[src/rtl/cmos_delay_pkg.sv]
// cmos_delay_pkg -- shared timing constants and helpers for the delayed-register
// primitives (dffr_vec_delay, pipe_reg_delay).
//   TCQ_DEFAULT      default clock/reset-to-Q delay in time units
//   TPD_MIN/TYP/MAX  gate-delay triple (8:8:9) for delayed combinational cells
//   popcount()       number of set bits in a vector of up to POPCNT_W bits
package cmos_delay_pkg;

  localparam int TCQ_DEFAULT = 15;
  localparam int TPD_MIN     = 8;
  localparam int TPD_TYP     = 8;
  localparam int TPD_MAX     = 9;

  // Callers zero-extend narrower vectors to this width.
  localparam int POPCNT_W    = 64;

  function automatic int unsigned popcount(input logic [POPCNT_W-1:0] v);
    int unsigned n;
    n = 0;
    for (int i = 0; i < POPCNT_W; i++) n += 32'(v[i]);
    return n;
  endfunction

endpackage

[src/rtl/dffr_vec_delay.sv]
// dffr_vec_delay -- W-bit register with async active-low reset, synchronous
// clear and enable; every update lands TCQ after the triggering edge.
//   clk_i   rising-edge clock
//   rst_ni  async reset, active low (output cleared TCQ after the fall)
//   en_i    capture enable; 0 holds
//   clr_i   synchronous clear, overrides en_i
//   d_i     data in
//   q_o     registered data out
module dffr_vec_delay
  import cmos_delay_pkg::*;
#(
  parameter int W   = 9,
  parameter int TCQ = TCQ_DEFAULT
) (
  input  logic         clk_i,
  input  logic         rst_ni,
  input  logic         en_i,
  input  logic         clr_i,
  input  logic [W-1:0] d_i,
  output logic [W-1:0] q_o
);

  logic [W-1:0] q_q;

  // Delayed NBAs model clock-to-Q; synthesis drops the delay.
  always_ff @(posedge clk_i or negedge rst_ni) begin
    if (!rst_ni)    q_q <= #TCQ '0;
    else if (clr_i) q_q <= #TCQ '0;
    else if (en_i)  q_q <= #TCQ d_i;
  end

  assign q_o = q_q;

endmodule

[src/rtl/pipe_reg_delay.sv]
// pipe_reg_delay -- DEPTH-stage, WIDTH-bit pipeline register with per-stage
// valid, stall (EN=0) and synchronous flush (CLR), clock-to-Q delay TCQ.
//   C        rising-edge clock
//   RN       async reset, active low
//   EN       advance enable; 0 stalls every stage
//   CLR      synchronous flush of all stages, wins over EN
//   VI, D    input beat (valid, data)
//   VO, Q    last-stage beat
//   TOGGLES  saturating count of bit flips on {VO,Q}
// Build option: define PIPE_REG_TOGGLE_CNT_EN to build the toggle counter;
// otherwise TOGGLES is tied to 0. Supports WIDTH <= 63.
module pipe_reg_delay
  import cmos_delay_pkg::*;
#(
  parameter int WIDTH = 8,
  parameter int DEPTH = 3,
  parameter int TCQ   = TCQ_DEFAULT,
  parameter int CNTW  = 16
) (
  input  logic             C,
  input  logic             RN,
  input  logic             EN,
  input  logic             CLR,
  input  logic             VI,
  input  logic [WIDTH-1:0] D,
  output logic             VO,
  output logic [WIDTH-1:0] Q,
  output logic [CNTW-1:0]  TOGGLES
);

  localparam int SW = WIDTH + 1;  // {valid, data}

  // stg[0] is the incoming beat, stg[k] the output of stage k-1.
  logic [DEPTH:0][SW-1:0] stg;

  assign stg[0] = {VI, D};

  for (genvar k = 0; k < DEPTH; k++) begin : g_stage
    dffr_vec_delay #(.W(SW), .TCQ(TCQ)) u_stage (
      .clk_i  (C),
      .rst_ni (RN),
      .en_i   (EN),
      .clr_i  (CLR),
      .d_i    (stg[k]),
      .q_o    (stg[k+1])
    );
  end

  assign {VO, Q} = stg[DEPTH];

`ifdef PIPE_REG_TOGGLE_CNT_EN
  localparam logic [CNTW-1:0] TOG_MAX = '1;

  logic [SW-1:0]      last_d;
  logic [CNTW+31:0]   sum;
  logic [CNTW-1:0]    tog_q, tog_d;

  // Predict the last stage's next value so the count lands with Q.
  // Stage outputs are settled by the edge as long as TCQ < clock period.
  always_comb begin
    last_d = stg[DEPTH];
    if (CLR)     last_d = '0;
    else if (EN) last_d = stg[DEPTH-1];
    sum   = (CNTW+32)'(tog_q)
          + (CNTW+32)'(popcount(POPCNT_W'(stg[DEPTH] ^ last_d)));
    tog_d = (sum > (CNTW+32)'(TOG_MAX)) ? TOG_MAX : sum[CNTW-1:0];
  end

  always_ff @(posedge C or negedge RN) begin
    if (!RN) tog_q <= #TCQ '0;
    else     tog_q <= #TCQ tog_d;
  end

  assign TOGGLES = tog_q;
`else
  assign TOGGLES = '0;
`endif

endmodule

[config.mk]
export PLATFORM = sky130hd
export DESIGN_NAME = pipe_reg_delay
export DESIGN_NICKNAME = d
export VERILOG_FILES = /design/src/rtl/cmos_delay_pkg.sv /design/src/rtl/dffr_vec_delay.sv /design/src/rtl/pipe_reg_delay.sv
export SDC_FILE = /design/constraint.sdc
export NUM_CORES = 1
export LEC_CHECK = 0
export ABC_AREA = 1
export BUFFER_PORTS_ARGS = -buffer_cell sky130_fd_sc_hd__buf_4
export CORE_MARGIN = 1
export CORE_UTILIZATION = 54
export CTS_CLUSTER_DIAMETER = 30
export DETAILED_ROUTE_END_ITERATION = 12
export PLACE_DENSITY_LB_ADDON = 0.25
export SLEW_MARGIN = 20
export SYNTH_ARGS = -nofsm -noshare
export SYNTH_HDL_FRONTEND = slang
export SYNTH_SLANG_ARGS = --single-unit --ignore-timing --ignore-initial --compat-mode --unroll-limit 50000
[constraint.sdc]
create_clock -name C -period 0.9 [get_ports C]
set_input_delay 0.225 -clock C [delete_from_list [all_inputs] [get_ports C]]
set_output_delay 0.225 -clock C [all_outputs]
set_load 0.02 [all_outputs]
Yosys cells after proc, flatten, opt, wreduce, memory -nomap -nowiden

Index checks and enable logic that the tools add are counted.

Register bits: 27
Input bits: 13
Output and inout bits: 25

Muxes and demuxes: 6
Reductions and logical operators: 1

Operators with widths:

| operator           | number |
|---|---|
| 9-bit 2-to-1 mux   | 6 |
| 2-bit nonzero test | 1 |

Depth between registers and ports, before layout

Gate-level depths: netlist of the first run.

Depth in word-level cells: 2
Depth in mapped cells: 5
Depth with buffers taken out: 3

Cells and area by module

Synthesis of the first run repeated with hierarchy kept, for this count alone.

Cells, all modules: 134
Area, all modules: 1242.4 um^2

Modules (own cells, without submodules):

| module         | instances | cells each | area an instance (um^2) |
|---|---|---|---|
| dffr_vec_delay | 3         | 39         | 372.9 |
| pipe_reg_delay | 1         | 17         | 123.9 |

Worst setup path before layout of the first run

OpenSTA, ideal clock, no wires.

Path type: in2reg
Start: in EN
End: reg g_stage[2].u_stage.q_q[0]
Arrival time: 0.719 ns
Slack: 0.116 ns
Cell stages on the path: 5
Cell sequence: buf_6 nor2_8 buf_6 nand2_1 nand2_1

Word-level cells in the longest chain between the ends: 1

RTL lines:

| what                         | RTL line             | text |
|---|---|---|
| start, declared              | pipe_reg_delay.sv:22 | `input logic EN,` |
| 2-bit nonzero test (no line) | --                   |  |
| end signal, assigned         | dffr_vec_delay.sv:27 | `if (!rst_ni) q_q <= #TCQ '0;` |
| end signal, assigned         | dffr_vec_delay.sv:28 | `else if (clr_i) q_q <= #TCQ '0;` |
| end signal, assigned         | dffr_vec_delay.sv:29 | `else if (en_i) q_q <= #TCQ d_i;` |
| end, declared                | dffr_vec_delay.sv:23 | `logic [W-1:0] q_q;` |

Every way passes these cells.
A chain may end at the register's enable or synchronous reset.

Worst setup path after layout of the first run

Start: reg g_stage[2].u_stage.q_q[5]
End: out Q[5]

RTL lines:

| what          | RTL line             | text |
|---|---|---|
| end, declared | pipe_reg_delay.sv:27 | `output logic [WIDTH-1:0] Q,` |

No word-level cell between the ends.

==> results of run 1 <==
-- repair_timing --
action                                 in CTS  in global routing
resized for setup                           9                  0
buffers inserted                            5                  2
setup endpoints to repair                   9                  9
hold buffers                                1                  0
endpoints found under the hold margin      27                  0
pin swaps                                   0                  0
-- worst min path at each step --
stage | from | endpoint | cells past startpoint
after global routing | D[4] | g_stage[0].u_stage.q_o[4] | 3
final | D[3] | g_stage[0].u_stage.q_o[3] | 3
after floorplan | RN | g_stage[0].u_stage.q_o[0] | 0
after CTS | D[3] | g_stage[0].u_stage.q_o[3] | 3
after detailed placement | RN | g_stage[1].u_stage.q_o[8] | 1
after global placement | RN | g_stage[1].u_stage.q_o[8] | 1
-- through the flow --
stage / utilization / area (um^2) / power (mW) / setup TNS (ns)
2_1_floorplan: - / 1400 / 1.56 / 0
3_3_place_gp: 0.639 / 1460 / 1.60 / -0.00184
6_report: 0.693 / 1580 / 2.11 / -1.75
4_1_cts: 0.687 / 1560 / 2.13 / -1.86
3_5_place_dp: 0.639 / 1460 / 1.61 / -0.321
5_1_grt: 0.693 / 1580 / 2.23 / -2.15
-- where the power goes --
part / internal (mW) / switching [mW] / leakage (nW)
sequential: 1.25 / 0.0281 / 0.369
clock: 0.174 / 0.341 / 0.0150
combinational: 0.113 / 0.203 / 0.488
-- final cells by class --
| type | count | area (um^2) | area share |
|---|---|---|---|
| Inverter | 1 | 6.26 | 0.00397 |
| Timing Repair Buffer | 34 | 317 | 0.201 |
| Clock buffer | 4 | 26.3 | 0.0167 |
| Sequential cell | 27 | 676 | 0.428 |
| Multi-Input combinational cell | 98 | 518 | 0.328 |
| Tap cell | 28 | 35.0 | 0.0222 |
-- layer usage --
layer / up-vias / share of wire / wire (um) / GRT usage
li1: 448 / - / - / -
met1: 412 / 0.47 / 996 / 0.253
met2: 27 / 0.48 / 1020 / 0.314
met3: 5 / 0.034 / 73 / 0.0351
met4: 0 / 0.021 / 45 / 0.108
met5: - / 0 / 0 / 0
-- synthesized netlist by cell type, drive strengths merged --
cell | number | area, um^2
buf | 23 | 195
conb | 1 | 3.75
dfrtp | 27 | 676
nor2 | 1 | 20.0
nand3 | 27 | 235
nand2 | 54 | 203
inv | 1 | 6.26
-- cells by family (layout without fill, tap and decap cells) --
family,count (synthesis),in the layout,share of synthesized area
AND/OR/NAND/NOR,82,82,0.342
flip-flops,27,27,0.505
buffers and inverters,24,39,0.150
other,1,16,0.00280
==> out/qor.csv, run 1 <==
stage,metric,value,unit
synth,Mapped Area,1340,um^2
run_status,status,finished with violations,
run,max cap viols,0,
finish,fill count,190,
die,Die ar.,2680,um^2
critical_path,RR Endpoint,g_stage[2].u_stage.q_o[1],
detailed_routing,Iter 0 DRT Violations,10,
die,Starting Density,0.588,
clocking,Skew-Pair Late Insertion Delay,0.32,ns
critical_path,WP data required,0.67,ns
clocking,Clock Path Buffers,2,
critical_path,"Largest stage delay, worst path",0.42,ns
detailed_routing,drt drc,0,
critical_path,WP data arrival,0.88,ns
global_route,number of global-route vias before repair,867,
detailed_routing,drt total wl,2.14,mm
finish,max reg flops,27,
detailed_routing,routed len/inst,11.1,um
finish,"most common cell after layout, fill and taps aside",nand2_1,
timing,Hold Fails Final Rpt,0,
hold_path,worst min path class,input port to register,
finish,fin cells,192,
critical_path,FF-to-FF path depth,4,
timing,Clock Skew,0.00283,ns
global_route,largest net degree at the start of global routing,28,
critical_path,Setup CP Type,register to output pin,
detailed_routing,total number of vias,892,
critical_path,CP startpoint kind,register,
power,LEAKAGE,0.872,nW
detailed_routing,TritonRoute pass-1 iters,3,
finish,area growth from synthesis to layout,17.9,%
critical_path,critical path depth,1,
run_status,failing checks,negative setup slack,
timing,Peak Freq,906,MHz
critical_path,Setup crit end,Q[5],
synth,Cells after Synth,134,
timing,final worst slack,-0.204,ns
detailed_routing,drt via density,4.65,
die,core box area,2280,um^2
placed_design,placed cells,180,
global_route,antenna violations before repair,0,
critical_path,CP top delay family,flip-flops,
clocking,htree depth,1,
global_route,All-Layer GR Usage,0.197,
clocking,"CTS clk-pin slew, worst paths",0.14,ns
power,Peak VDD IR,0.000918,V
finish,most frequent cells in the layout,"nand2_1, dfrtp_1, buf_4, nand3_2, conb_1",
timing,fin. max-slew vios,0,
clocking,Root Driver,clkbuf_4,
critical_path,Crit. End Element,output pin,
timing,final hold slack,0.114,ns
placed_design,Detailed Place HPWL,1.53,mm
finish,layout cells sized above 1,0.354,
critical_path,crit path buf inv count,1,
finish,Layout Nets,178,
critical_path,Reg-to-Reg Start,g_stage[2].u_stage.q_o[1],
die,Chip Height,51.8,um
critical_path,worst-path fanout max,2,
synth,#FFs+latches synth,27,
placed_design,Setup WS pre-CTS,-0.0391,ns
timing,RSZ-0062 raised after global routing,true,
die,Die X,51.8,um
critical_path,"critical path, cell by cell",buf_6,
placed_design,I/O Buffers,21,
die,num ports,38,
finish,diodes inserted,0,
critical_path,R2R Setup Slk,0.06,ns
critical_path,CP max-delay cell,dfrtp_1,
synth,Yosys Warn Count,0,
global_route,first-pass GRT wire length,3.77,mm
power,Power Dens Cells,1340,nW/um^2
global_route,grt ovf,0,
timing,Finish-stage setup viols,9,
synth,sequential fraction of the synthesis area,0.505,
synth,syn_area_per_cell,9.99,um^2
critical_path,Critical path origin,g_stage[2].u_stage.q_o[5],
placed_design,GP Congestion,0.716,
synth,post-synthesis cell type count,9,
detailed_routing,Antenna Nets Post-Route,0,
clocking,CTS tree,built,
timing,"Period Utilization, post-route",1.23,
timing,final worst path period need,1.10,ns
die,Core Rows,17,
clocking,CTS buffer count,3,
clocking,Num Clock Sinks,27,
Note: power is estimated with default switching activity, not from simulation.
==> inputs of run 2 (changes only) <==
--- a/config.mk
+++ b/config.mk
@@ -12,6 +12,7 @@
 export CTS_CLUSTER_DIAMETER = 30
 export DETAILED_ROUTE_END_ITERATION = 12
 export PLACE_DENSITY_LB_ADDON = 0.25
+export SETUP_SLACK_MARGIN = 0.05
 export SLEW_MARGIN = 20
 export SYNTH_ARGS = -nofsm -noshare
 export SYNTH_HDL_FRONTEND = slang
==> out/qor.csv, run 2 (synthesis results as in run 1) <==
stage,metric,value,unit
clocking,Root Driver,clkbuf_4,
global_route,first-pass GRT wire length,3.77,mm
timing,RSZ-0062 raised after global routing,true,
power,combinational fraction of design power,0.150,
die,num ports,38,
finish,diodes inserted,0,
timing,Peak Freq,906,MHz
critical_path,"Largest stage delay, worst path",0.42,ns
critical_path,WP data required,0.67,ns
power,Switching Share,0.271,
power,Peak VDD IR,0.000917,V
finish,area growth from synthesis to layout,18.3,%
critical_path,"critical path, cell by cell",buf_6,
placed_design,I/O Buffers,21,
global_route,largest net degree at the start of global routing,28,
finish,most frequent cells in the layout,"nand2_1, dfrtp_1, buf_4, nand3_2, conb_1",
finish,"most common cell after layout, fill and taps aside",nand2_1,
power,clock power share,0.243,
timing,Clock Skew,0.00257,ns
clocking,CTS buffer count,3,
finish,fill count,189,
timing,"Period Utilization, post-route",1.23,
finish,multi-input logic area,520,um^2
detailed_routing,Antenna Nets Post-Route,0,
detailed_routing,drt via density,4.65,
detailed_routing,TritonRoute pass-1 iters,3,
critical_path,CP startpoint kind,register,
timing,final worst slack,-0.204,ns
detailed_routing,drt drc,0,
critical_path,CP max-delay cell,dfrtp_1,
run,max cap viols,0,
finish,Layout Nets,178,
detailed_routing,Iter 0 DRT Violations,10,
critical_path,worst-path fanout max,2,
power,Power Dens Cells,1330,nW/um^2
finish,Storage cell area,676,um^2
finish,max reg flops,27,
critical_path,CP top delay family,flip-flops,
clocking,Num Clock Sinks,27,
detailed_routing,drt total wl,2.14,mm
placed_design,GP Congestion,0.716,
placed_design,Setup WS pre-CTS,-0.0391,ns
die,Starting Density,0.588,
detailed_routing,total number of vias,893,
finish,layout cells sized above 1,0.360,
timing,fin. max-slew vios,0,
critical_path,WP data arrival,0.88,ns
timing,final worst path period need,1.10,ns
placed_design,Post-DP Area,1460,um^2
clocking,htree depth,1,
timing,Finish-stage setup viols,9,
hold_path,worst min path class,input port to register,
clocking,Skew-Pair Late Insertion Delay,0.32,ns
power,sequential cell fraction of total power,0.607,
detailed_routing,routed len/inst,11.1,um
finish,"Design Area, Final",1580,um^2
die,Chip Height,51.8,um
critical_path,crit path buf inv count,1,
run_status,failing checks,negative setup slack,
clocking,"CTS clk-pin slew, worst paths",0.14,ns
critical_path,Crit. End Element,output pin,
global_route,antenna violations before repair,0,
critical_path,Setup CP Type,register to output pin,
clocking,CTS tree,built,
clocking,Clock Path Buffers,2,
global_route,number of global-route vias before repair,867,
die,Die ar.,2680,um^2
global_route,grt ovf,0,
die,core box area,2280,um^2
power,Int Pwr,1.54,mW
power,LEAKAGE,0.874,nW
die,Die X,51.8,um
die,Core Rows,17,
run_status,status,finished with violations,
placed_design,Detailed Place HPWL,1.53,mm
timing,Hold Fails Final Rpt,0,
power,Sw Pwr,572,uW
global_route,All-Layer GR Usage,0.197,
run 2: through the flow:
stage / util / total power, mW / TNS (ns) / instances / hold WS [ns]
after global routing: 0.696 / 2.23 / -2.15 / 192 / 0.109
after floorplan: - / 1.56 / 0 / 149 / -0.0706
after detailed placement: 0.639 / 1.61 / -0.321 / 180 / 0.153
final: 0.696 / 2.11 / -1.75 / 192 / 0.114
after global placement: 0.639 / 1.60 / -0.00184 / 180 / 0.152
after CTS: 0.687 / 2.13 / -1.86 / 190 / 0.110
run 2: area by class of cell:
class,count,area share
multi-input cells,98,0.329
flip-flops and latches,27,0.427
clock buffers,4,0.0166
well taps,28,0.0221
repair buffers,34,0.202
inverters,1,0.00395
run 2: path summary, 6_finish.rpt:
kind / from / end / slack, ns / depth (start not counted)
setup / recovery: g_stage[2].u_stage.q_o[5] / Q[5] / -0.20 / 1
hold / removal: D[3] / g_stage[0].u_stage.q_o[3] / 0.11 / 3
setup reg to reg: g_stage[2].u_stage.q_o[1] / g_stage[2].u_stage.q_o[1] / 0.06 / 4
hold reg to reg: g_stage[1].u_stage.q_o[6] / g_stage[1].u_stage.q_o[6] / 0.49 / 2
max in group asynchronous: RN / g_stage[1].u_stage.q_o[4] / 0.32 / 2
min in group asynchronous: RN / g_stage[0].u_stage.q_o[8] / 0.33 / 2
run 2: worst register-to-register path, delay by kind of cell, from the launching register on:
kind,cells,cell delay [ns]
and+or+nand+nor,2,0.09
buffers and inverters,2,0.25
DFF,1,0.41
run 2: what timing repair did:
item                                    4_1_cts  5_1_grt
hold endpoints to repair                     27        0
buffers inserted                              5        2
gates resized for setup                       9        2
endpoints found under the setup margin        9        9
pin swaps                                     0        1
hold buffers                                  1        0
run 2: routing by layer:
metal | vias up | global-route usage | routed length (um) | share of wire
li1 | 449 | - | - | -
met3 | 5 | 0.0351 | 73 | 0.034
met4 | 0 | 0.108 | 45 | 0.021
met2 | 27 | 0.314 | 1020 | 0.48
met1 | 412 | 0.253 | 998 | 0.47
met5 | - | 0 | 0 | 0
run 2: power groups by stage:
stage	clock [mW]	sequential, mW	combinational [mW]
2_1_floorplan	0	1.31	0.248
3_3_place_gp	0	1.30	0.299
3_5_place_dp	0	1.31	0.305
4_1_cts	0.532	1.28	0.318
5_1_grt	0.589	1.29	0.349
6_report	0.514	1.28	0.317
==> inputs of run 3 (changes only) <==
--- a/config.mk
+++ b/config.mk
@@ -6,7 +6,7 @@
 export NUM_CORES = 1
 export LEC_CHECK = 0
 export ABC_AREA = 1
-export BUFFER_PORTS_ARGS = -buffer_cell sky130_fd_sc_hd__buf_4
+export BUFFER_PORTS_ARGS = -buffer_cell sky130_fd_sc_hd__buf_2
 export CORE_MARGIN = 1
 export CORE_UTILIZATION = 54
 export CTS_CLUSTER_DIAMETER = 30
==> out/qor.csv, run 3 (synthesis results as in run 1) <==
stage,metric,value,unit
clocking,"CTS clk-pin slew, worst paths",0.14,ns
timing,final worst slack,-0.188,ns
power,combinational fraction of design power,0.146,
detailed_routing,routed len/inst,10.8,um
timing,final hold slack,0.134,ns
detailed_routing,drt total wl,2.08,mm
timing,Finish-stage setup viols,9,
finish,"most common cell after layout, fill and taps aside",nand2_1,
die,Chip Height,51.8,um
placed_design,Setup WS pre-CTS,-0.0709,ns
clocking,CTS buffer count,3,
timing,RSZ-0062 raised after global routing,true,
critical_path,CP startpoint kind,register,
power,sequential cell fraction of total power,0.615,
finish,max reg flops,27,
timing,post-route setup TNS,-1.63,ns
clocking,Skew-Pair Late Insertion Delay,0.31,ns
clocking,CTS tree,built,
detailed_routing,total number of vias,920,
clocking,Clock Path Buffers,2,
critical_path,CP max-delay cell,dfrtp_1,
finish,fin cells,192,
power,Switching Share,0.267,
clocking,Num Clock Sinks,27,
critical_path,crit path buf inv count,1,
power,Power Dens Cells,1350,nW/um^2
critical_path,R2R Setup Slk,0.16,ns
critical_path,CP top delay family,flip-flops,
critical_path,"critical path, cell by cell",buf_6,
finish,post-layout util,0.680,
global_route,number of global-route vias before repair,849,
critical_path,Crit. End Element,output pin,
global_route,largest net degree at the start of global routing,28,
detailed_routing,drt drc,0,
die,Die X,51.8,um
finish,area growth from synthesis to layout,15.6,%
power,Int Pwr,1.53,mW
critical_path,Setup CP Type,register to output pin,
timing,fin. max-slew vios,0,
hold_path,WHS Path Cells,3,
hold_path,worst min path class,input port to register,
placed_design,placed cells,181,
run,max cap viols,0,
critical_path,Setup crit end,Q[4],
global_route,first-pass GRT wire length,3.57,mm
detailed_routing,Iter 0 DRT Violations,7,
finish,most frequent cells in the layout,"nand2_1, dfrtp_1, nand3_2, conb_1, buf_2",
run_status,status,finished with violations,
placed_design,Detailed Place HPWL,1.46,mm
placed_design,GP Congestion,0.720,
die,core box area,2280,um^2
detailed_routing,Antenna Nets Post-Route,0,
power,clock power share,0.239,
global_route,antenna violations before repair,0,
critical_path,WP data required,0.67,ns
run_status,failing checks,negative setup slack,
critical_path,FF-to-FF path depth,3,
placed_design,Post-DP Area,1410,um^2
critical_path,worst-path fanout max,2,
power,Overall Power,2.08,mW
timing,Clock Skew,0.00458,ns
timing,Hold Fails Final Rpt,0,
critical_path,WP data arrival,0.86,ns
global_route,All-Layer GR Usage,0.184,
critical_path,RR Endpoint,g_stage[2].u_stage.q_o[5],
die,num ports,38,
finish,"Design Area, Final",1550,um^2
die,Starting Density,0.588,
placed_design,I/O Buffers,21,
critical_path,critical path depth,1,
die,Die ar.,2680,um^2
clocking,Root Driver,clkbuf_4,
critical_path,Critical path origin,g_stage[2].u_stage.q_o[4],
timing,"Period Utilization, post-route",1.21,
detailed_routing,drt via density,4.79,
finish,diodes inserted,0,
global_route,grt ovf,0,
power,Sw Pwr,555,uW
power,LEAKAGE,0.861,nW
finish,Layout Nets,178,
clocking,htree depth,1,
timing,final worst path period need,1.09,ns
critical_path,Reg-to-Reg Start,g_stage[2].u_stage.q_o[5],
finish,layout cells sized above 1,0.354,
detailed_routing,TritonRoute pass-1 iters,5,
critical_path,"Largest stage delay, worst path",0.42,ns
die,Core Rows,17,
timing,Peak Freq,919,MHz
power,Peak VDD IR,0.000902,V
-- run 3: cell types whose count changed in the layout (fill, tap and decap cells not counted) --
| cell | change |
|---|---|
| buf_2 | +12 |
| nand2_1 | +1 |
| nand2_2 | -1 |
| buf_4 | -11 |
| buf_6 | -1 |
-- run 3: what timing repair did --
action	in CTS	in global routing
buffers inserted	5	1
endpoints found under the setup margin	9	9
endpoints found under the hold margin	27	0
gates resized for setup	18	0
hold buffers	1	0
-- run 3: area by class of cell --
class                   instances  area [um^2]
repair buffers                 34          287
flip-flops and latches         27          676
inverters                       1         6.26
fillers                       192          728
clock buffers                   4         26.3
well taps                      28         35.0
multi-input cells              98          518
-- run 3: power groups by stage --
stage	clock [mW]	sequential, mW	combinational [mW]
2_1_floorplan	0	1.31	0.248
3_3_place_gp	0	1.30	0.284
3_5_place_dp	0	1.30	0.290
4_1_cts	0.516	1.28	0.306
5_1_grt	0.563	1.29	0.336
6_report	0.498	1.28	0.304
-- run 3: per-layer routing --
metal  share of wire  track usage  vias up
li1                -            -      452
met1            0.45        0.226      440
met2            0.51        0.307       26
met3           0.040       0.0380        2
met4          0.0067       0.0901        0
met5               0            0        -
-- run 3: worst min path at each step --
stage / end / slack [ns] / from
4_1_cts: g_stage[0].u_stage.q_o[1] / 0.12 / D[1]
6_report: g_stage[0].u_stage.q_o[1] / 0.13 / D[1]
2_1_floorplan: g_stage[0].u_stage.q_o[0] / -0.07 / RN
3_5_place_dp: g_stage[2].u_stage.q_o[1] / 0.18 / RN
3_3_place_gp: g_stage[2].u_stage.q_o[8] / 0.18 / RN
5_1_grt: g_stage[0].u_stage.q_o[1] / 0.11 / D[1]
